### config.mk
export PLATFORM = sky130hd
export DESIGN_NAME = count_capture_fifo_flat
export DESIGN_NICKNAME = d
export VERILOG_FILES = /design/src/rtl/count_capture_fifo_if.sv /design/src/rtl/count_capture_fifo.sv /design/src/flat_wrapper.sv
export SDC_FILE = /design/constraint.sdc
export NUM_CORES = 1
export LEC_CHECK = 0
export BUFFER_PORTS_ARGS = -buffer_cell sky130_fd_sc_hd__buf_2
export CELL_PAD_IN_SITES_DETAIL_PLACEMENT = 1
export CELL_PAD_IN_SITES_GLOBAL_PLACEMENT = 2
export CORE_UTILIZATION = 35
export DETAILED_ROUTE_END_ITERATION = 10
export PLACE_DENSITY = 0.74
export SLEW_MARGIN = 5
export SYNTH_ARGS = -nofsm -noshare
export SYNTH_HDL_FRONTEND = slang
export SYNTH_SLANG_ARGS = --single-unit
### constraint.sdc
create_clock -name clk -period 3.1 [get_ports clk]
set_input_delay 0.62 -clock clk [delete_from_list [all_inputs] [get_ports clk]]
set_output_delay 0.62 -clock clk [all_outputs]
set_load 0.01 [all_outputs]
### src/rtl/count_capture_fifo_if.sv
// Read-side handshake bundle for count_capture_fifo: head entry data, source flags,
// and the valid/ready pair between the FIFO (master) and its consumer (slave).
interface count_capture_fifo_if #(
  parameter int WIDTH = 8
);
  logic             rd_valid_o;
  logic             rd_ready_i;
  logic [WIDTH-1:0] rd_data_o;
  logic [1:0]       rd_src_o;

  modport master (
    output rd_valid_o,
    output rd_data_o,
    output rd_src_o,
    input  rd_ready_i
  );

  modport slave (
    input  rd_valid_o,
    input  rd_data_o,
    input  rd_src_o,
    output rd_ready_i
  );
endinterface

### src/rtl/count_capture_fifo.sv
// Captures an upstream count value into a small FIFO on a capture-strobe rising edge
// or on entry into a compare-match state, tagging each entry with its {match, strobe} source.
module count_capture_fifo #(
  parameter int WIDTH = 8,
  parameter int DEPTH = 4
) (
  input  logic                     clk,
  input  logic                     reset,
  input  logic [WIDTH-1:0]         cnt_i,
  input  logic                     cnt_oe_i,
  input  logic                     cap_i,
  input  logic                     match_en_i,
  input  logic [WIDTH-1:0]         cmp_i,
  input  logic                     clr_i,
  count_capture_fifo_if.master     rd,
  output logic [$clog2(DEPTH):0]   level_o,
  output logic                     full_o,
  output logic                     empty_o,
  output logic                     ovf_o
);

  localparam int AW = $clog2(DEPTH);
  localparam int LW = AW + 1;
  localparam int EW = WIDTH + 2;

  logic [EW-1:0] mem [DEPTH];

  logic          cap_reg;
  logic          match_reg;
  logic [AW-1:0] wr_ptr_reg;
  logic [AW-1:0] rd_ptr_reg;
  logic [LW-1:0] level_reg;
  logic          ovf_reg;

  logic          match_now;
  logic          strobe_ev;
  logic          match_ev;
  logic          push_req;
  logic          pop_req;
  logic          full;
  logic          do_push;
  logic          do_pop;
  logic [EW-1:0] head;

  // Events fire only on the transition into the active condition.
  assign match_now = match_en_i && (cnt_i == cmp_i);
  assign strobe_ev = cap_i && !cap_reg;
  assign match_ev  = match_now && !match_reg;
  assign push_req  = (strobe_ev || match_ev) && cnt_oe_i;

  assign full      = (level_reg == LW'(DEPTH));
  assign pop_req   = (level_reg != '0) && rd.rd_ready_i;
  assign do_push   = push_req && (!full || pop_req) && !clr_i;
  assign do_pop    = pop_req && !clr_i;

  always_ff @(posedge clk or posedge reset) begin
    if (reset) begin
      cap_reg    <= 1'b0;
      match_reg  <= 1'b0;
      wr_ptr_reg <= '0;
      rd_ptr_reg <= '0;
      level_reg  <= '0;
      ovf_reg    <= 1'b0;
    end else begin
      cap_reg   <= cap_i;
      match_reg <= match_now;
      if (clr_i) begin
        wr_ptr_reg <= '0;
        rd_ptr_reg <= '0;
        level_reg  <= '0;
        ovf_reg    <= 1'b0;
      end else begin
        if (do_push) begin
          wr_ptr_reg <= wr_ptr_reg + 1'b1;
        end
        if (do_pop) begin
          rd_ptr_reg <= rd_ptr_reg + 1'b1;
        end
        if (do_push && !do_pop) begin
          level_reg <= level_reg + 1'b1;
        end else if (!do_push && do_pop) begin
          level_reg <= level_reg - 1'b1;
        end
        // Push while full is dropped unless a pop frees the slot at the same edge.
        if (push_req && full && !pop_req) begin
          ovf_reg <= 1'b1;
        end
      end
    end
  end

  // Storage carries no reset; outputs are masked while empty instead.
  always_ff @(posedge clk) begin
    if (do_push) begin
      mem[wr_ptr_reg] <= {match_ev, strobe_ev, cnt_i};
    end
  end

  assign head = mem[rd_ptr_reg];

  assign rd.rd_valid_o = (level_reg != '0);
  assign rd.rd_data_o  = rd.rd_valid_o ? head[WIDTH-1:0] : '0;
  assign rd.rd_src_o   = rd.rd_valid_o ? head[EW-1:WIDTH] : 2'b00;

  assign level_o = level_reg;
  assign full_o  = full;
  assign empty_o = (level_reg == '0);
  assign ovf_o   = ovf_reg;

endmodule
### src/flat_wrapper.sv
// flat-port wrapper written by rule: the top's interface ports become plain ports
module count_capture_fifo_flat 
#(
  parameter int WIDTH = 8,
  parameter int DEPTH = 4
)
  (clk, reset, cnt_i, cnt_oe_i, cap_i, match_en_i, cmp_i, clr_i, level_o, full_o, empty_o, ovf_o, rd_rd_valid_o, rd_rd_data_o, rd_rd_src_o, rd_rd_ready_i);
  count_capture_fifo_if #(.WIDTH(WIDTH)) rd_i ();
  input  logic clk;
  input  logic reset;
  input  logic [WIDTH-1:0] cnt_i;
  input  logic cnt_oe_i;
  input  logic cap_i;
  input  logic match_en_i;
  input  logic [WIDTH-1:0] cmp_i;
  input  logic clr_i;
  output logic [$clog2(DEPTH):0] level_o;
  output logic full_o;
  output logic empty_o;
  output logic ovf_o;
  output wire logic [$bits(rd_i.rd_valid_o)-1:0] rd_rd_valid_o;
  output wire logic [$bits(rd_i.rd_data_o)-1:0] rd_rd_data_o;
  output wire logic [$bits(rd_i.rd_src_o)-1:0] rd_rd_src_o;
  input wire logic [$bits(rd_i.rd_ready_i)-1:0] rd_rd_ready_i;
  assign rd_rd_valid_o = rd_i.rd_valid_o;
  assign rd_rd_data_o = rd_i.rd_data_o;
  assign rd_rd_src_o = rd_i.rd_src_o;
  assign rd_i.rd_ready_i = rd_rd_ready_i;
  count_capture_fifo #(.WIDTH(WIDTH), .DEPTH(DEPTH)) u_core (.clk(clk), .reset(reset), .cnt_i(cnt_i), .cnt_oe_i(cnt_oe_i), .cap_i(cap_i), .match_en_i(match_en_i), .cmp_i(cmp_i), .clr_i(clr_i), .rd(rd_i), .level_o(level_o), .full_o(full_o), .empty_o(empty_o), .ovf_o(ovf_o));
endmodule
==> results of run 1 <==
## layout by cell type, fill, tap and decap left out, types with 2 or more instances in the layout
cell type,instances
and2_1,5
dfrtp_1,10
nor4_1,2
inv_1,8
xor2_1,4
ha_1,4
xnor2_1,9
buf_2,39
a21oi_1,2
mux4_2,10
nor2_1,10
clkbuf_8,7
nor2b_1,12
nand2_1,2
buf_4,8
nor3_1,4
edfxtp_1,40
## stage by stage
step	setup slack, ps	hold slack, ps	area (um^2)	utilization (%)	total power (uW)
floorplan	535	460	2270	-	1230
global placement	420	508	2580	42.4	1440
detailed placement	288	512	2580	42.4	1460
CTS	476	308	2690	44.1	1870
global route	383	311	2690	44.1	1960
finish	518	292	2690	44.1	1850
## power breakdown
part	internal (uW)	switching [uW]
clock network	205	212
logic	305	310
registers	754	60.7
total	1260	583
## metal layers
layer	vias up	global-route usage [%]	part of all wire, %
met3	6	3.74	3.5
met2	37	27.7	54
li1	617	-	-
met1	683	18.6	42
met4	0	6.14	0.98
met5	-	0	0
## cells in the mapped netlist (2+ instances only)
| cell | instances |
|---|---|
| mux4_2 | 10 |
| dfrtp_1 | 10 |
| inv_1 | 8 |
| a21oi_1 | 2 |
| and2_1 | 5 |
| clkbuf_1 | 2 |
| nor2_1 | 10 |
| nand2_1 | 2 |
| nor2b_1 | 12 |
| xnor2_1 | 9 |
| edfxtp_1 | 40 |
| xor2_1 | 4 |
| nor3_1 | 4 |
| nor4_1 | 2 |
| ha_1 | 4 |
## cell type report
| class | count | area, um^2 |
|---|---|---|
| inverters | 8 | 30.0 |
| flip-flops and latches | 50 | 1450 |
| fillers | 650 | 3410 |
| multi-input cells | 80 | 752 |
| repair buffers | 47 | 255 |
| clock inverters | 1 | 8.76 |
| well taps | 75 | 93.8 |
| clock buffers | 7 | 96.3 |
## cell families (layout without fill, tap and decap cells)
| family | after synthesis | in the layout | share of synthesized area, % |
|---|---|---|---|
| xor gates and xnor gates | 13 | 13 | 5.02 |
| muxes | 12 | 12 | 10.9 |
| buffers and inverters | 13 | 63 | 2.76 |
| AOI/OAI and AO/OA | 7 | 7 | 2.60 |
| DFF | 50 | 50 | 64.1 |
| and+or+nand+nor | 43 | 43 | 11.6 |
| adders and majority gates | 5 | 5 | 3.09 |
## final timing paths
path	slack [ps]	end	start	cells after the start
worst max-delay path	520	rd_rd_src_o[1]	u_core.rd_ptr_reg[0]$_DFFE_PP0P_	4
worst min-delay path	290	u_core.wr_ptr_reg[0]$_DFFE_PP0P_	reset	2
worst max register to register	590	u_core.level_o[2]$_DFFE_PP0P_	u_core.level_o[2]$_DFFE_PP0P_	10
worst min register to register	540	u_core.ovf_o$_DFFE_PP0P_	u_core.ovf_o$_DFFE_PP0P_	2
max in group asynchronous	2520	u_core.rd_ptr_reg[0]$_DFFE_PP0P_	reset	2
min in group clk	440	u_core.cap_reg$_DFF_PP0_	cap_i	1
==> flow_summary.json, run 1 <==
{
  "postCtsSetupBuffers": 0,
  "max_flop_register": "u_core.mem",
  "start_util_pct": 37.2,
  "synth_top_area_share_pct": 53.0,
  "tns_ps": 0,
  "synthFlopType": "edfxtp_1",
  "outcome": "complete, no violations",
  "cts_tree": "done",
  "crit_type": "flip-flop to output pin",
  "viasPerCell": 5.01,
  "place_hpwl_um": 3480,
  "setup_viol": 0,
  "clk_pin_slew_worst_paths_ps": 90,
  "ctsHtreeMaxLevel": 2,
  "cp_cell_sequence": "buf_4 > mux4_2 > nor2b_1 > buf_2",
  "wl_per_cell_um": 17.5,
  "fmax_ghz": 0.387,
  "worstMarginPinSlew_ps": 517,
  "p_leak_uw": 0.00102,
  "grtUsageTotal_pct": 15.8,
  "ctsResizeCount": 0,
  "root_buffer": "clkbuf_8",
  "hold_viol": 0,
  "synth_cells": 143,
  "firstDrtPassIters": 4,
  "ioPinCount": 40,
  "synth_edf_count": 40,
  "synthTopCellsByArea": "edfxtp_1 (53%), dfrtp_1 (11%), mux4_2 (9.9%)",
  "worst_ep_arrival_time_ps": 1960,
  "ys_seq_area_share_pct": 64.1,
  "avgSynthCellArea_um2": 15.8,
  "drc": 0,
  "syn_nets": 171,
  "cp-start-kind": "flip-flop",
  "cts_buffer_depth": 2,
  "worstPathMaxFanout": 8,
  "crit_slowest_cell": "dfrtp_1",
  "cp-end-kind": "output pin",
  "max-vdd-ir-drop_mv": 0.263,
  "synth-seq-cells": 50,
  "drtIter0Drc": 39,
  "die_area_mm2": 0.00680,
  "overflow": 0,
  "ant_nets": 0,
  "rows": 28,
  "antenna_found_initial": 0,
  "core_area_mm2": 0.00610,
  "syn_area_mm2": 0.00227,
  "synthDistinctLibCells": 34,
  "max_cap_viol_count": 0,
  "grt_pass1_wl_um": 7380,
  "cts_buffers": 5,
  "largest_reg_flops": 40,
  "cpPeakStageDelay_ps": 620,
  "drive_above_1_share_pct": 36.8,
  "rsz0062_at_grt": "false",
  "num_antenna_cells": 0,
  "gp_congestion": 0.827,
  "first_global_vias": 1462,
  "relSlewSlack_pct": 65.5,
  "portBuffers": 39,
  "area_growth_pct": 18.6,
  "yosys_warnings": 0,
  "netlist.top_cell.by_area": "edfxtp_1",
  "critPathBufInv": 2,
  "worstPathRequired_ps": 2480,
  "hold_buffers": 0,
  "synthArstFlopShare_pct": 20.0,
  "grt_max_degree": 16,
  "finalCriticalPeriod_ps": 2580,
  "period_share_pct": 83.3,
  "finalNetCount": 220,
  "crit_family": "flip-flops",
  "fin_cells": 268,
  "hold_class": "input pin to asynchronous set/reset pin",
  "vias": 1343,
  "cts_sinks": 50,
  "maxSlewViolCount": 0,
  "skew_ps": 6.21,
  "die_w_um": 82.5,
  "die-height_um": 82.5,
  "placedCellCount": 260,
  "power_density_mw_per_mm2": 687,
  "wirelength_um": 4690,
  "insertion_delay_ps": 300
}
Power figures use the tool's default switching activity.
==> run 2, diff against run 1 <==
--- a/config.mk
+++ b/config.mk
@@ -5,12 +5,13 @@
 export SDC_FILE = /design/constraint.sdc
 export NUM_CORES = 1
 export LEC_CHECK = 0
+export ABC_AREA = 1
 export BUFFER_PORTS_ARGS = -buffer_cell sky130_fd_sc_hd__buf_2
 export CELL_PAD_IN_SITES_DETAIL_PLACEMENT = 1
 export CELL_PAD_IN_SITES_GLOBAL_PLACEMENT = 2
-export CORE_UTILIZATION = 35
+export CORE_UTILIZATION = 31
 export DETAILED_ROUTE_END_ITERATION = 10
-export PLACE_DENSITY = 0.74
+export PLACE_DENSITY = 0.77
 export SLEW_MARGIN = 5
 export SYNTH_ARGS = -nofsm -noshare
 export SYNTH_HDL_FRONTEND = slang
==> constraint.sdc (replaced) <==
create_clock -name clk -period 2.2 [get_ports clk]
set_input_delay 0.44 -clock clk [delete_from_list [all_inputs] [get_ports clk]]
set_output_delay 0.44 -clock clk [all_outputs]
set_load 0.01 [all_outputs]
==> run 2 against run 1 <==
Setup slack lost 350 ps. Register-to-register slack worse by 360 ps. Critical endpoint is now rd_rd_data_o[2]. Clock power up 50%.
==> flow_summary.json, run 2 <==
{
  "outcome": "complete, no violations",
  "clk_pin_slew_worst_paths_ps": 80,
  "viasPerCell": 4.46,
  "netlist.top_cell.by_area": "edfxtp_1",
  "avgSynthCellArea_um2": 9.84,
  "design_area_mm2": 0.00291,
  "hold_class": "input pin to asynchronous set/reset pin",
  "grt_pass1_wl_um": 8670,
  "syn_nets": 265,
  "synthTopCellsByArea": "edfxtp_1 (52%), dfrtp_1 (11%), nor2_1 (8.7%)",
  "gp_congestion": 0.775,
  "synthFlopType": "edfxtp_1",
  "worstPathRequired_ps": 1760,
  "hold_viol": 0,
  "syn_area_mm2": 0.00233,
  "synthArstFlopShare_pct": 20.0,
  "synthDistinctLibCells": 26,
  "synthTopCellsByCount": "nor2_1 (54), edfxtp_1 (40), inv_1 (34), nand2_1 (26), o21ai_0 (23)",
  "grt_max_degree": 15,
  "antenna_found_initial": 0,
  "postCtsSetupBuffers": 0,
  "ctsHtreeMaxLevel": 2,
  "area_growth_pct": 24.9,
  "max-vdd-ir-drop_mv": 0.266,
  "wirelength_um": 5440,
  "drtIter0Drc": 42,
  "synth_top_area_share_pct": 51.5,
  "fmax_ghz": 0.491,
  "largest_reg_flops": 40,
  "root_buffer": "clkbuf_8",
  "p_leak_uw": 0.00129,
  "cts_tree": "done",
  "rsz0062_at_grt": "false",
  "utilization_pct": 40.2,
  "ys_seq_area_share_pct": 62.2,
  "crit_slowest_cell": "dfrtp_2",
  "insertion_delay_ps": 300,
  "drive_above_1_share_pct": 25.9,
  "vias": 1783,
  "cp_cell_sequence": "buf_4 > nor2_1 > nor2_1 > o21ai_0 > a21oi_1 > buf_2",
  "maxSlewViolCount": 0,
  "worstPathMaxFanout": 13,
  "critPathBufInv": 2,
  "setup_viol": 0,
  "die_w_um": 88.7,
  "first_global_vias": 1769,
  "power_density_mw_per_mm2": 890,
  "place_hpwl_um": 4080,
  "layout_common_cells": "nor2_1 (54), edfxtp_1 (40), buf_2 (39)",
  "worst_ep_arrival_time_ps": 1600,
  "crit_family": "flip-flops",
  "firstDrtPassIters": 4,
  "yosysMostFrequentCell": "nor2_1",
  "crit_type": "flip-flop to output pin",
  "finalNetCount": 328,
  "yosys_warnings": 0,
  "critPathMostFrequentCell": "nor2_1",
  "synth_edf_count": 40,
  "die_area_mm2": 0.00787,
  "skew_ps": 5.40,
  "synth-seq-cells": 50,
  "ant_nets": 0,
  "cp-end-kind": "output pin",
  "max_flop_register": "u_core.mem",
  "wl_per_cell_um": 13.6,
  "grtUsageTotal_pct": 15.4,
  "mostFrequentLayoutCell": "nor2_1",
  "rows": 31,
  "worstMarginPinSlew_ps": 448,
  "max_cap_viol_count": 0,
  "overflow": 0,
  "ioPinCount": 40,
  "relSlewSlack_pct": 70.1,
  "portBuffers": 39,
  "num_antenna_cells": 0,
  "cts_buffers": 5,
  "synth_cells": 237,
  "cp-start-kind": "flip-flop",
  "core_area_mm2": 0.00725,
  "cts_sinks": 50,
  "nFillCells": 872,
  "drc": 0,
  "period_share_pct": 92.5,
  "start_util_pct": 32.2,
  "cpPeakStageDelay_ps": 510,
  "die-height_um": 88.7,
  "finalCriticalPeriod_ps": 2040,
  "cts_buffer_depth": 2,
  "placed_cell_area_mm2": 0.00280
}
[run 2: cell types whose count changed after synthesis, sizes merged, moves of 5 or more]
cell   change
and2       -5
nor2      +45
nor2b     -12
nand3      +9
o21ai     +24
mux4      -10
nand2     +24
xnor2      -8
inv       +27
a21oi     +11
[run 2: path summary, 6_finish.rpt]
kind                                                       start  slack, ps  cells after the start                               end
worst max-delay path            u_core.rd_ptr_reg[0]$_DFFE_PP0P_        160                      6                   rd_rd_data_o[2]
worst min-delay path                                       reset        120                      2  u_core.wr_ptr_reg[1]$_DFFE_PP0P_
worst max register to register     u_core.level_o[2]$_DFFE_PP0P_        230                     11     u_core.level_o[2]$_DFFE_PP0P_
worst min register to register          u_core.ovf_o$_DFFE_PP0P_        540                      2          u_core.ovf_o$_DFFE_PP0P_
max in group asynchronous                                  reset       1740                      2  u_core.rd_ptr_reg[0]$_DFFE_PP0P_
min in group clk                                           cap_i        260                      1          u_core.cap_reg$_DFF_PP0_
[run 2: per-layer routing]
layer | wire (um) | GRT usage [%]
met3 | 144 | 3.36
met5 | 0 | 0
met4 | 76 | 4.40
met2 | 2860 | 28.6
met1 | 2370 | 17.6
[run 2: area by class of cell]
class	instances	area (um^2)	share of cell area, %
Clock inverter	1	30.0	1.03
Sequential cell	50	1450	49.9
Inverter	36	139	4.77
Timing Repair Buffer	62	368	12.6
Multi-Input combinational cell	145	723	24.8
Clock buffer	7	76.3	2.62
Tap cell	99	124	4.25
[run 2: what timing repair did]
item                                    in CTS  in global routing
gates resized for setup                      1                  1
endpoints found under the setup margin       2                  1
hold buffers                                 0                  0
[run 2: cell families (layout without fill, tap and decap cells)]
family | after synthesis | in the layout | share of synthesized area, %
AO/OA/AOI/OAI | 39 | 39 | 8.37
XOR/XNOR | 3 | 3 | 1.13
adder cells (fa/ha/maj) | 5 | 5 | 3.00
buffers and inverters | 42 | 106 | 6.76
flip-flops | 50 | 50 | 62.2
AND/OR/NAND/NOR | 98 | 98 | 18.5
[run 2: worst register-to-register path, cell delays in order, from the launching register on]
cell and delay (ps):
dfrtp_1 490, nor3b_2 250, nand2_1 130, nand4_2 120
inv_1 60, fa_1 380, xnor2_1 180, inv_1 60
nand2_1 60, nand2_1 50, nand2_1 60, nand2_1 40
[run 2: power by group]
part | internal (uW) | leakage [uW] | total (uW) | switching (uW)
clock | 340 | 0.0000524 | 626 | 286
sequential | 1060 | 0.000497 | 1120 | 66.6
combinational | 341 | 0.000744 | 842 | 500
total | 1740 | 0.00129 | 2590 | 853
[run 2: through the flow]
| stage | setup WS [ps] | cells | total power [uW] | TNS, ps | hold slack [ps] |
|---|---|---|---|---|---|
| final | 164 | 400 | 2590 | 0 | 121 |
| after global routing | 34.1 | 400 | 2760 | 0 | 138 |
| after CTS | 97.4 | 400 | 2640 | 0 | 125 |
| after detailed placement | -40.7 | 392 | 2010 | -134 | 467 |
| after global placement | 19.2 | 392 | 1980 | 0 | 476 |
| after floorplan | 135 | 237 | 1620 | 0 | 280 |
